File: src/rtl/shift_ctrl_pkg.sv
// Shared state encoding and default sizing for the shift_ctrl load-and-shift sequencer.
package shift_ctrl_pkg;
  localparam int N_DEF  = 16;
  localparam int CW_DEF = 5;

  typedef enum logic [1:0] {
    IDLE  = 2'b00,
    LOAD  = 2'b01,
    SHIFT = 2'b10,
    DONE  = 2'b11
  } state_t;
endpackage

File: src/rtl/shift_cnt.sv
// CW-bit shift-pulse counter: async clear, synchronous clear, count enable.
module shift_cnt #(
  parameter int CW = 5
) (
  input  logic          clk,
  input  logic          clr,
  input  logic          sclr,
  input  logic          en,
  output logic [CW-1:0] cnt
);
  always_ff @(posedge clk or posedge clr) begin
    if (clr)       cnt <= '0;
    else if (sclr) cnt <= '0;
    else if (en)   cnt <= cnt + CW'(1);
  end
endmodule

File: src/rtl/shift_ctrl.sv
// Load-then-shift sequencer for an N-bit shift register.
// Define SHIFT_CTRL_PROG_EN to add the cnt_len port (per-operation shift count, clamped to N).
module shift_ctrl
  import shift_ctrl_pkg::*;
#(
  parameter int N  = N_DEF,
  parameter int CW = CW_DEF
) (
  input  logic          clk,
  input  logic          clr,
  input  logic          start,
`ifdef SHIFT_CTRL_PROG_EN
  input  logic [CW-1:0] cnt_len,
`endif
  output logic          ld,
  output logic          shen,
  output logic          busy,
  output logic          done,
  output logic [CW-1:0] bit_cnt
);
  state_t        state, nxt;
  logic [CW-1:0] len;
  logic          accept;

  assign accept = (state == IDLE) && start;

`ifdef SHIFT_CTRL_PROG_EN
  // Length is frozen at acceptance so cnt_len may change freely mid-operation.
  always_ff @(posedge clk or posedge clr) begin
    if (clr)         len <= CW'(N);
    else if (accept) len <= (cnt_len > CW'(N)) ? CW'(N) : cnt_len;
  end
`else
  assign len = CW'(N);
`endif

  always_ff @(posedge clk or posedge clr) begin
    if (clr) state <= IDLE;
    else     state <= nxt;
  end

  always_comb begin
    nxt  = state;
    ld   = 1'b0;
    shen = 1'b0;
    busy = 1'b1;
    done = 1'b0;
    case (state)
      IDLE: begin
        busy = 1'b0;
        if (start) nxt = LOAD;
      end
      LOAD: begin
        ld  = 1'b1;
        nxt = (len == '0) ? DONE : SHIFT;
      end
      SHIFT: begin
        shen = 1'b1;
        // Counter is about to reach len on this edge.
        if (bit_cnt + CW'(1) == len) nxt = DONE;
      end
      DONE: begin
        done = 1'b1;
        nxt  = IDLE;
      end
    endcase
  end

  // Cleared on the edge entering LOAD, so bit_cnt reads 0 during LOAD.
  shift_cnt #(.CW(CW)) u_cnt (
    .clk  (clk),
    .clr  (clr),
    .sclr (accept),
    .en   (state == SHIFT),
    .cnt  (bit_cnt)
  );
endmodule

File: config.mk
export PLATFORM = sky130hd
export DESIGN_NAME = shift_ctrl
export DESIGN_NICKNAME = d
export VERILOG_FILES = /design/src/rtl/shift_ctrl_pkg.sv /design/src/rtl/shift_cnt.sv /design/src/rtl/shift_ctrl.sv
export SDC_FILE = /design/constraint.sdc
export NUM_CORES = 1
export LEC_CHECK = 0
export CORE_AREA = 2 2 39 41
export DETAILED_ROUTE_END_ITERATION = 16
export DIE_AREA = 0 0 41 43
export GPL_TIMING_DRIVEN = 0
export PLACE_DENSITY = 0.66
export SLEW_MARGIN = 10
export SYNTH_ARGS = -nofsm -noshare
export SYNTH_HDL_FRONTEND = slang
export SYNTH_SLANG_ARGS = --single-unit
File: constraint.sdc
create_clock -name clk -period 1.7 [get_ports clk]
set_input_delay 0.425 -clock clk [delete_from_list [all_inputs] [get_ports clk]]
set_output_delay 0.425 -clock clk [all_outputs]
set_load 0.05 [all_outputs]
==> results.yml, run 1 <==
run_status:
  outcome: "complete, no violations"
route:
  firstDrtPassIters: 2
  drc: 0
  wl_um: 909
  wire_per_inst_um: 11.36
  vias_per_cell: 5.100
  via_count: 408
  ant_nets: 0
  drt_iter0_markers: 6
timing:
  hold_violations: 0
  setup_ws_ns: 0.06206
  report.final.slew_viol_count: 0
  period_needed_ns: 1.638
  max_slew_margin_pct: 68.07
  worstMarginPinSlew_ns: 0.4808
  skew_ns: 0.006597
  rsz0062_at_grt: "no"
  setup_viol: 0
  fin_crit_sh_pct: 96.35
  fmax_mhz: 610.5
clock_tree:
  cts_buffer_depth: 2
  tritoncts: "built"
  cts_inserted_buffers: 3
  root_buffer: "clkbuf_4"
  ctsHoldBuffers: 0
  cts_sinks: 7
  clkLatencyLatePin_ns: 0.25
  htree_levels: 1
  clkTransAtPathRegs_ns: 0.05
yosys:
  ys_top_cells_by_area: "dfrtp_1 (38%), ha_1 (16%), a21oi_1 (6.5%), xor2_1 (5.7%), mux2i_1 (4.3%)"
  synth_seq_cells: 7
  syn_nets: 55
  synth_top_family_by_area: "compound AO/OA/AOI/OAI gates"
  synth_top_area_share_pct: 38.04
  synth_compound_area_share_pct: 16.58
  synth-simple-area-share_pct: 12.23
  netlist_instances: 46
  ys_seq_area_share_pct: 38.04
  synth.area.mux_share_pct: 4.348
  synth_cell_types: 20
  synth_area_leader_cell: "dfrtp_1"
  yosysWarningCount: 0
  synth_fa_ha_area_share_pct: 16.30
  synth_xor_xnor_area_share_pct: 7.609
  synth_area_per_cell_um2: 10.01
  mappedNetlistArea_um2: 460.4
global_route:
  grt_max_degree: 9
  antenna_found_initial: 0
  grt_pass1_wl_mm: 1.476
  grt_util_all_layers_pct: 12.84
  grt_pass1_vias: 339
  grt_remaining_overflow: 0
layout:
  seqCellArea_um2: 177.7
  final_common_cell: "a21oi_1"
  antenna_cells: 0
  area_growth_pct: 40.49
  layout-drive-gt1-share_pct: 32.81
  finalNonFillerCells: 80
  fillers: 135
  nets: 74
  final_area_um2: 646.9
  layout_common_cells: "a21oi_1 (6), buf_4 (5), dfrtp_1 (5), ha_1 (4)"
  multi_input_area_um2: 277.8
flow_run:
  maxCapViolCount: 0
floorplanning:
  die-area_mm2: 0.001763
  ios: 12
  coreArea_mm2: 0.001384
  rows: 14
  die_x_um: 41
  initial_core_util_pct: 33.27
  dieHeight_um: 43
critical_path:
  cp_slowest_cell: "clkdlybuf4s15_1"
  crit_required_ns: 1.27
  worstSetupPathType: "reg -> out"
  arrival_ns: 1.21
  path_buf_inv: 1
  endpoint_kind: "primary output"
  cp.depth: 1
  path_delay_family: "buffers and inverters"
  path_cells: "clkdlybuf4s15_1"
  rr_startpoint: "state[1]"
  ff2ff_path_depth: 7
  critPathLaunch: "u_cnt.cnt[0]"
  crit_fanout: 6
  slowest_delay_ns: 0.53
  startpoint_type: "flop"
placement:
  dp_hpwl_um: 666.5
  place_ws_ns: -0.4772
  placed_cells: 73
  placed_cell_area_um2: 598.1
  routabilityCongestion: 0.6486
  port_buffers: 11
worst_hold_path:
  hold_path_class: "in -> async"
timing repair:
action,CTS,global route
endpoints found under the hold margin,0,0
buffers inserted,0,3
pin swaps,0,1
resized for setup,25,12
endpoints found under the setup margin,10,9
path summary, 6_finish.rpt:
kind | end | slack [ns]
min in group clk | state[1] | 0.57
worst min-delay path | u_cnt.cnt[3] | 0.40
max in group asynchronous | state[1] | 1.06
worst max register to register | state[1] | 0.15
worst min register to register | state[1] | 0.57
worst max-delay path | bit_cnt[0] | 0.06
state kept, by name (all words and copies together) (netlist names):
signal and count:
u_cnt.cnt 5, state 2
cell usage after synthesis:
| library cell | n |
|---|---|
| xnor2_1 | 1 |
| a21bo_2 | 1 |
| a21oi_1 | 6 |
| clkbuf_1 | 1 |
| inv_1 | 5 |
| a211oi_1 | 1 |
| nand4_1 | 3 |
| a311oi_1 | 1 |
| xor2_1 | 3 |
| ha_1 | 6 |
| nor3_1 | 1 |
| mux2i_1 | 2 |
| nand2_1 | 2 |
| nand2b_1 | 1 |
| nand4b_1 | 1 |
| nor2_1 | 1 |
| and3_1 | 1 |
| o21ai_2 | 1 |
| dfrtp_1 | 7 |
| a2111o_1 | 1 |
cell type report:
class,count,share of cell area (%)
multi-input cells,33,42.94
plain buffers,1,0.7737
flip-flops and latches,7,27.47
inverters,5,3.482
clock buffers,4,4.062
well taps,16,3.095
repair buffers,14,18.18
cell families (layout without fill, tap and decap cells):
kind of cell / Yosys count / in the layout
AO/OA/AOI/OAI: 11 / 11
AND/OR/NAND/NOR: 10 / 10
flip-flops: 7 / 7
adder cells (fa/ha/maj): 6 / 6
buffers and inverters: 6 / 24
XOR/XNOR: 4 / 4
multiplexers: 2 / 2
through the flow:
stage               setup TNS (ns)  hold WS, ns  utilization (%)
global placement            -1.108       0.5828            43.22
CTS                        -0.2121       0.4084            45.30
detailed placement          -1.161       0.5933            43.22
floorplan                        0       0.2284                -
global route                     0       0.4398            46.75
finish                           0       0.4002            46.75
metal layers:
metal,up-vias,part of all wire (%),GRT usage [%]
met1,196,47,16.45
met2,9,48,17.50
met5,-,0,0
met3,0,5.4,9.424
li1,203,-,-
met4,0,0,2.000
Power of run 1 is not shown: default switching activity piles up to over one toggle a cycle in this logic, so the estimate is an artifact.
==> run 2: changes to the inputs <==
ABC_CLOCK_PERIOD_IN_PS = 1700   (was unset)
==> results of run 2 <==
Same layout as run 1: the final DEF is identical, and so are final timing and power.
Power of run 2 is left out for the same reason.
